**src/rtl/seg7_dec_display.sv**
```systemverilog
// Shows the held 8-bit value as 0..255 on a 3-digit multiplexed 7-segment display.
// A shift-add-3 FSM converts to BCD, and a free-running scan drives one digit at a time.
module seg7_dec_display #(
    parameter int DIGIT_CYCLES   = 12000,
    parameter int SEG_ACTIVE_LOW = 1,
    parameter int CA_ACTIVE_LOW  = 1,
    parameter int LZ_BLANK       = 1
) (
    input  logic        clk,
    input  logic        rst,
    input  logic [7:0]  binary,
    output logic [6:0]  seg,
    output logic [2:0]  ca,
    output logic [11:0] bcd,
    output logic        busy
);

    localparam int CW = $clog2(DIGIT_CYCLES);
    localparam logic [CW-1:0] CNT_MAX = CW'(DIGIT_CYCLES - 1);
    localparam logic [6:0] SEG_OFF = (SEG_ACTIVE_LOW != 0) ? 7'h7F : 7'h00;
    localparam logic [2:0] CA_OFF  = (CA_ACTIVE_LOW != 0) ? 3'b111 : 3'b000;

    typedef enum logic [1:0] {IDLE, SHIFT, DONE} state_t;

    state_t      state, state_nxt;
    logic        valid;
    logic [7:0]  last_val;
    logic [7:0]  shreg;
    logic [11:0] acc;
    logic [2:0]  bit_cnt;
    logic        start;

    logic [CW-1:0] cnt;
    logic [1:0]    idx;
    logic [3:0]    nib;
    logic          blank;
    logic [6:0]    pat;
    logic [6:0]    seg_nxt;
    logic [2:0]    ca_nxt;

    function automatic logic [11:0] add3(input logic [11:0] a);
        logic [11:0] r;
        r = a;
        for (int i = 0; i < 3; i++)
            if (r[4*i +: 4] >= 4'd5) r[4*i +: 4] = r[4*i +: 4] + 4'd3;
        return r;
    endfunction

    function automatic logic [6:0] enc(input logic [3:0] n);
        case (n)
            4'd0:    enc = 7'h3F;
            4'd1:    enc = 7'h06;
            4'd2:    enc = 7'h5B;
            4'd3:    enc = 7'h4F;
            4'd4:    enc = 7'h66;
            4'd5:    enc = 7'h6D;
            4'd6:    enc = 7'h7D;
            4'd7:    enc = 7'h07;
            4'd8:    enc = 7'h7F;
            4'd9:    enc = 7'h6F;
            default: enc = 7'h00;
        endcase
    endfunction

    // A never-converted value always starts a pass, so reset reconverts whatever is present.
    assign start = !valid || (binary != last_val);

    always_ff @(posedge clk) begin
        if (!rst) state <= IDLE;
        else      state <= state_nxt;
    end

    always_comb begin
        state_nxt = state;
        case (state)
            IDLE:    if (start) state_nxt = SHIFT;
            SHIFT:   if (bit_cnt == 3'd7) state_nxt = DONE;
            DONE:    state_nxt = IDLE;
            default: state_nxt = IDLE;
        endcase
    end

    always_comb begin
        busy = (state != IDLE);
    end

    always_ff @(posedge clk) begin
        if (!rst) begin
            valid    <= 1'b0;
            last_val <= '0;
            shreg    <= '0;
            acc      <= '0;
            bit_cnt  <= '0;
            bcd      <= '0;
        end else begin
            case (state)
                IDLE: if (start) begin
                    shreg    <= binary;
                    acc      <= '0;
                    last_val <= binary;
                    bit_cnt  <= '0;
                end
                SHIFT: begin
                    {acc, shreg} <= {add3(acc), shreg} << 1;
                    bit_cnt      <= bit_cnt + 3'd1;
                end
                DONE: begin
                    bcd   <= acc;
                    valid <= 1'b1;
                end
                default: ;
            endcase
        end
    end

    always_ff @(posedge clk) begin
        if (!rst) begin
            cnt <= '0;
            idx <= '0;
        end else if (cnt == CNT_MAX) begin
            cnt <= '0;
            idx <= (idx == 2'd2) ? 2'd0 : idx + 2'd1;
        end else begin
            cnt <= cnt + 1'b1;
        end
    end

    always_comb begin
        nib   = '0;
        blank = 1'b0;
        case (idx)
            2'd0: nib = bcd[3:0];
            2'd1: begin
                nib   = bcd[7:4];
                blank = (LZ_BLANK != 0) && (bcd[11:8] == 4'd0) && (bcd[7:4] == 4'd0);
            end
            2'd2: begin
                nib   = bcd[11:8];
                blank = (LZ_BLANK != 0) && (bcd[11:8] == 4'd0);
            end
            default: blank = 1'b1;
        endcase
        pat     = blank ? 7'h00 : enc(nib);
        seg_nxt = (SEG_ACTIVE_LOW != 0) ? ~pat : pat;
        ca_nxt  = (CA_ACTIVE_LOW != 0) ? ~(3'b001 << idx) : (3'b001 << idx);
    end

    always_ff @(posedge clk) begin
        if (!rst) begin
            seg <= SEG_OFF;
            ca  <= CA_OFF;
        end else begin
            seg <= seg_nxt;
            ca  <= ca_nxt;
        end
    end

endmodule

```
**config.mk**
```make
export PLATFORM = sky130hd
export DESIGN_NAME = seg7_dec_display
export DESIGN_NICKNAME = d
export VERILOG_FILES = /design/src/rtl/seg7_dec_display.sv
export SDC_FILE = /design/constraint.sdc
export NUM_CORES = 1
export LEC_CHECK = 0
export ABC_AREA = 1
export CAP_MARGIN = 10
export CORE_MARGIN = 2
export CORE_UTILIZATION = 40
export DETAILED_ROUTE_END_ITERATION = 7
export GPL_TIMING_DRIVEN = 0
export PLACE_DENSITY = 0.64
export SETUP_SLACK_MARGIN = 0.3
export SYNTH_ARGS = -nofsm -noshare
export SYNTH_HDL_FRONTEND = slang
export SYNTH_SLANG_ARGS = --single-unit
```
**constraint.sdc**
```tcl
create_clock -name clk -period 1.5 [get_ports clk]
set_clock_uncertainty 0.2 [all_clocks]
set_input_delay 0.375 -clock clk [delete_from_list [all_inputs] [get_ports clk]]
set_output_delay 0.375 -clock clk [all_outputs]
set_load 0.005 [all_outputs]
```
=== Yosys cells after proc, flatten, opt, wreduce, memory -nomap -nowiden ===
Memories as Yosys holds them, arrays and structs flattened.
Index checks and enable logic that the tools add are counted.

* Bits in read-only memories: 112
* Logic and storage cells: 63
* Bits in registers: 72
* Memories: 1

* Bitwise gates (word level): 3
* Reductions and logical operators: 13
* Add/subtract/negate cells: 6
* $lt $le $gt $ge: 3
* Muxes and demuxes: 16
* Equality and inequality tests: 9
* Shifts and indexed selects: 1

{| class="wikitable"
|+ Memories
! memory !! depth !! width !! read ports !! clocked after memory_dff !! write ports !! line !! source
|-
| (name not given) || 16 || 7 || 1 || 0 || 0 || 50 || <nowiki>case (n)</nowiki>
|}

{| class="wikitable"
|+ Operators by type and width
! kind !! number
|-
| 12-bit one-hot mux with 2 select lines || 1
|-
| 8-bit one-hot mux with 2 select lines || 1
|-
| 14-bit by 1-bit adder with 14-bit output (second input constant) || 1
|-
| 14-bit equality test (second input constant) || 1
|-
| 4-bit by 3-bit >= comparator with 1-bit output (second input constant) || 3
|-
| 12-bit 2-to-1 mux || 1
|-
| 4-bit one-hot mux with 3 select lines || 1
|-
| 4-bit by 2-bit adder with 4-bit output (second input constant) || 2
|-
| 4-bit zero test || 2
|-
| 4-bit 2-to-1 mux || 2
|-
| 8-bit 2-to-1 mux || 1
|-
| 8-bit inequality test || 1
|-
| 7-bit 2-to-1 mux || 1
|-
| 7-bit inverter || 1
|-
| 2-bit 2-to-1 mux || 3
|-
| 3-bit 2-to-1 mux || 2
|-
| 3-bit one-hot mux with 2 select lines || 1
|-
| 2-bit AND reduction || 3
|-
| 2-bit by 1-bit equality test with 1-bit output (second input constant) || 2
|-
| 2-bit equality test (second input constant) || 2
|-
| 2-bit zero test || 2
|-
| 2-bit inequality test (second input constant) || 2
|-
| 2-bit one-hot mux with 2 select lines || 1
|-
| 2-bit nonzero test || 2
|-
| other kinds (12) || 12
|}

=== Longest topological paths before layout ===
* Depth in word-level cells: 5
* Mapped depth: 12
* Mapped depth without buffers: 11

=== Worst setup path before layout ===
OpenSTA, ideal clock, no wires.

* Kind: register -> register
* Start: register idx[1]
* End: register seg[3]
* Setup time: 0.129 ns
* Stages on the path, launching flop included: 10
* Data required time: 1.171 ns
* Arrival: 1.341 ns
* Period minus slack after synthesis: 1.669 ns
* Setup slack: -0.169 ns
* Path through: dfxtp_1 -> inv_1 -> nor2_1 -> nand2_1 -> nand3_1 -> inv_1 -> ha_1 -> nand2_1 -> nand2_1 -> nand2_1

* Longest elaborated chain between the ends: 5
* Elaborated cells on any way between the ends: 8
* Those cells by class: eq/ne (2); mux (3); bitwise (1); reduce/logical (1); memory (1)

{| class="wikitable"
|+ Ends and longest elaborated chain
! element !! line !! source
|-
| start: declaration || 34 || <nowiki>logic [1:0] idx;</nowiki>
|-
| start signal: assignment || 122 || <nowiki>idx <= (idx == 2'd2) ? 2'd0 : idx + 2'd1;</nowiki>
|-
| 2-bit equality test (tied with other cells) || 131 || <nowiki>case (idx)</nowiki>
|-
| 4-bit one-hot mux with 3 select lines || 131 ||
|-
| memory read 16 x 7 bit || n/a ||
|-
| 7-bit 2-to-1 mux (*) || 143 || <nowiki>pat = blank ? 7'h00 : enc(nib);</nowiki>
|-
| 7-bit inverter (*) || 144 || <nowiki>seg_nxt = (SEG_ACTIVE_LOW != 0) ? ~pat : pat;</nowiki>
|-
| end signal: assignment || 153 || <nowiki>seg <= seg_nxt;</nowiki>
|-
| end: declaration || 12 || <nowiki>output logic [6:0] seg,</nowiki>
|}

Mark *: on every way between the ends. The rest lies on a longest branch, timed or not.
A chain may end at the register's enable or synchronous reset.

=== Worst setup path in the final report ===
* Start: register last_val[7]
* End: register acc[3]

* Longest elaborated chain between the ends: 4

{| class="wikitable"
|+ Ends and longest elaborated chain
! element !! line !! source
|-
| start: declaration || 27 || <nowiki>logic [7:0] last_val;</nowiki>
|-
| start signal: assignment || 100 || <nowiki>last_val <= binary;</nowiki>
|-
| 8-bit inequality test || 66 || <nowiki>assign start = !valid || (binary != last_val);</nowiki>
|-
| 1-bit logical OR || 66 ||
|-
| 2-bit inequality test (no line) || n/a ||
|-
| 2-bit AND reduction (no line) || n/a ||
|-
| end signal: assignment || 104 || <nowiki>{acc, shreg} <= {add3(acc), shreg} << 1;</nowiki>
|-
| end: declaration || 29 || <nowiki>logic [11:0] acc;</nowiki>
|}

Every way passes these cells.

==> results_dict.tcl <==
set metrics [dict create \
    grt_max_degree 13 \
    nFillCells 681 \
    drt-total-wl_um 9185 \
    ys_ff_latch 72 \
    min_path_type "in -> reg" \
    p_per_area_nw_per_um2 831.7 \
    async_flop_share 0 \
    numCtsBuffers 9 \
    clk_latency_ns 0.36 \
    crit_fanout 5 \
    setup_viol 50 \
    drive_above_1_share 0.4679 \
    fmax_ghz 0.5785 \
    die_area_sq_um 9317 \
    period_needed_ns 1.729 \
    antenna_found_initial 0 \
    cts_tree "built" \
    port-buffer-count 31 \
    status "complete, but fails checks" \
    num_antenna_cells 0 \
    clk_pin_slew_ns 0.08 \
    avgSynthCellArea_sq_um 7.610 \
    dieWidth_um 96.53 \
    synth_cells 450 \
    cpMostUsedCell "nand3_4" \
    max_stage_delay_ns 0.34 \
    switching_share 0.2505 \
    crit_required_ns 1.58 \
    crit_type "reg -> reg" \
    synthDistinctLibCells 34 \
    yosysWarnings 0 \
    p_clk_frac 0.425 \
    cts-root-to-sink-buffers 2 \
    clockRootBuffer "clkbuf_8" \
    max-slew-margin-rel 0.5462 \
    numClockSinks 72 \
    synth_top_area_share 0.4209 \
    reg2reg_from "last_val[7]" \
    p_sw_mw 1.061 \
    fin_ws_ns -0.2286 \
    ant_nets 0 \
    violations "negative setup slack" \
    r2r_end "acc[3]" \
    synth_flop_cell "dfxtp_1" \
    dp.cells 586 \
    seq_area_frac_synth 0.4209 \
    vias 3294 \
    rsz0062_at_grt "true" \
    holdWs_ns 0.2279 \
    nNetsFinal 564 \
    setup.reg_to_reg.worst_slack_ns -0.23 \
    floorplan.initialDensity 0.4147 \
    peakVddDrop_mv 0.4035 \
    p_comb_frac 0.104 \
    worstMarginPinSlew_ns 0.6807 \
    max_cap_viol_count 0 \
    reg2regPathDepth 11 \
    crit_path_cell_trace "buf_6, nand2_2, o21ai_2, nor2_4, nand3_4, nand2_4, buf_8, buf_12, buf_16, nand3_4, a21oi_2" \
    core_area_sq_um 8258 \
    dp_hpwl_um 5398 \
    ioPinCount 33 \
    synth_common_cells "nand2_1, dfxtp_1, a21oi_1, inv_1" \
    whs_path_depth 2 \
    intPower_mw 3.176 \
    synth_edf_count 0 \
    start_kind "flop" \
    instances_no_fill 650 \
    finalInstanceArea_sq_um 5095 \
    grt_use_total 0.1997 \
    viasPerCell 5.068 \
    die_h_um 96.53 \
    finalPower_mw 4.237 \
    grt_pass1_vias 3062 \
    rows 33 \
    sequentialPowerShare 0.471 \
    drc 0 \
    critical-path-top-delay-family "buffers and inverters" \
    synth_area_leaders "dfxtp_1, nand2_1, a21oi_1, ha_1, inv_1" \
    grt_pass1_wl_um 14160 \
    cp_num_buf_inv 4 \
    crit_slowest_cell "dfxtp_2" \
    worstPathArrival_ns 1.81 \
    synth_most_common_cell "nand2_1" \
    pre_cts_ws_ns -0.7907 \
    hold_viol_final 0 \
    hold_path.startpoint "rst" \
    yosysTopAreaCell "dfxtp_1" \
    p_leak_nw 2.065 \
    synth_nets 474 \
    end_kind "flop" \
    synth_area_sq_um 3425 \
    fin_util 0.6170 \
    area_growth_pct 48.78 \
    hold-path-endpoint "ca[0]" \
    gp_congestion 0.7990 \
    post_dp_cell_area_sq_um 4036 \
    slew_violations 0 \
    drtIter0Drc 78 \
    tns_ns -4.879 \
    wl_per_cell_um 14.13 \
    htree_levels 3 \
    hold_buffers 0 \
    firstDrtPassIters 5 \
    final.period_utilization 1.152 \
    gr-total-overflow 0 \
]
[sequential cells by signal (all words and copies together), names as in the netlist]
signal	cells
acc	12
bcd	12
bit_cnt	3
ca	3
cnt	14
idx	2
last_val	8
seg	7
shreg	8
state	2
valid	1
[kinds of logic (layout without fill, tap and decap cells)]
| family | count (synthesis) | after routing | synth area share |
|---|---|---|---|
| XOR/XNOR | 8 | 8 | 0.02046 |
| AO/OA/AOI/OAI | 101 | 101 | 0.1644 |
| flip-flops | 72 | 72 | 0.4209 |
| adder cells (fa/ha/maj) | 14 | 14 | 0.05115 |
| AND/OR/NAND/NOR | 187 | 187 | 0.2569 |
| buffers and inverters | 68 | 163 | 0.08622 |
[layer usage]
metal	track usage	vias up	wire length, um
li1	-	1658	-
met1	0.2344	1560	3895
met2	0.3542	67	4793
met3	0.04732	9	397
met4	0.07160	0	98
met5	0	-	0
[power by group through the flow]
stage          registers (mW)  logic (mW)  clock network, mW
6_report                 2.00       0.439               1.80
5_1_grt                  2.00       0.483               1.91
4_1_cts                  2.00       0.413               1.81
3_5_place_dp             2.05       0.354                  0
3_3_place_gp             2.04       0.345                  0
2_1_floorplan            2.04       0.241                  0
[timing repair]
action	CTS	global route
buffers inserted	37	8
endpoints found under the setup margin	91	91
cloned	3	0
gates resized for setup	181	90
pin swaps	41	27
[worst reg2reg max path, delay by kind of cell, from the launching register on]
family,cells,cell delay (ns)
buffers and inverters,4,0.47
and+or+nand+nor,5,0.43
DFF,1,0.34
AOI/OAI and AO/OA,2,0.21
[worst max-delay path by stage]
| stage | cells after the start | end | slack, ns | startpoint |
|---|---|---|---|---|
| 6_report | 11 | acc[3] | -0.23 | last_val[7] |
| 3_5_place_dp | 13 | last_val[5] | -0.79 | binary[3] |
| 5_1_grt | 11 | acc[3] | -0.29 | last_val[7] |
| 4_1_cts | 11 | acc[4] | -0.24 | last_val[7] |
| 3_3_place_gp | 11 | shreg[0] | -0.77 | binary[7] |
| 2_1_floorplan | 8 | acc[10] | -0.07 | binary[2] |
[layout make-up]
type | count | area (sq um) | share of cell area
clock inverters | 5 | 78.83 | 0.01547
multi-input cells | 310 | 2153 | 0.4226
repair buffers | 79 | 713.2 | 0.1400
plain buffers | 18 | 153.9 | 0.03021
flip-flops and latches | 72 | 1498 | 0.2940
well taps | 105 | 131.4 | 0.02579
clock buffers | 11 | 151.4 | 0.02972
inverters | 50 | 215.2 | 0.04224
[cells in the final DEF, fill, tap and decap left out, types with 3 or more instances in the layout]
master	n
a21oi_1	37
a21oi_2	20
buf_12	3
buf_2	13
buf_4	31
buf_6	28
buf_8	3
clkbuf_2	7
clkbuf_8	11
dfxtp_1	39
dfxtp_2	27
dfxtp_4	6
dlygate4sd2_1	9
ha_1	8
ha_4	5
inv_1	39
inv_2	4
inv_4	3
inv_6	4
nand2_1	79
nand2_2	16
nand2_4	4
nand3_1	21
nand3_2	16
nand3_4	8
nand4_1	3
nor2_1	17
nor2_2	4
nor2_4	11
o21ai_0	17
o21ai_1	6
o21ai_2	15
xor2_1	5
Power figures use the tool's default switching activity.
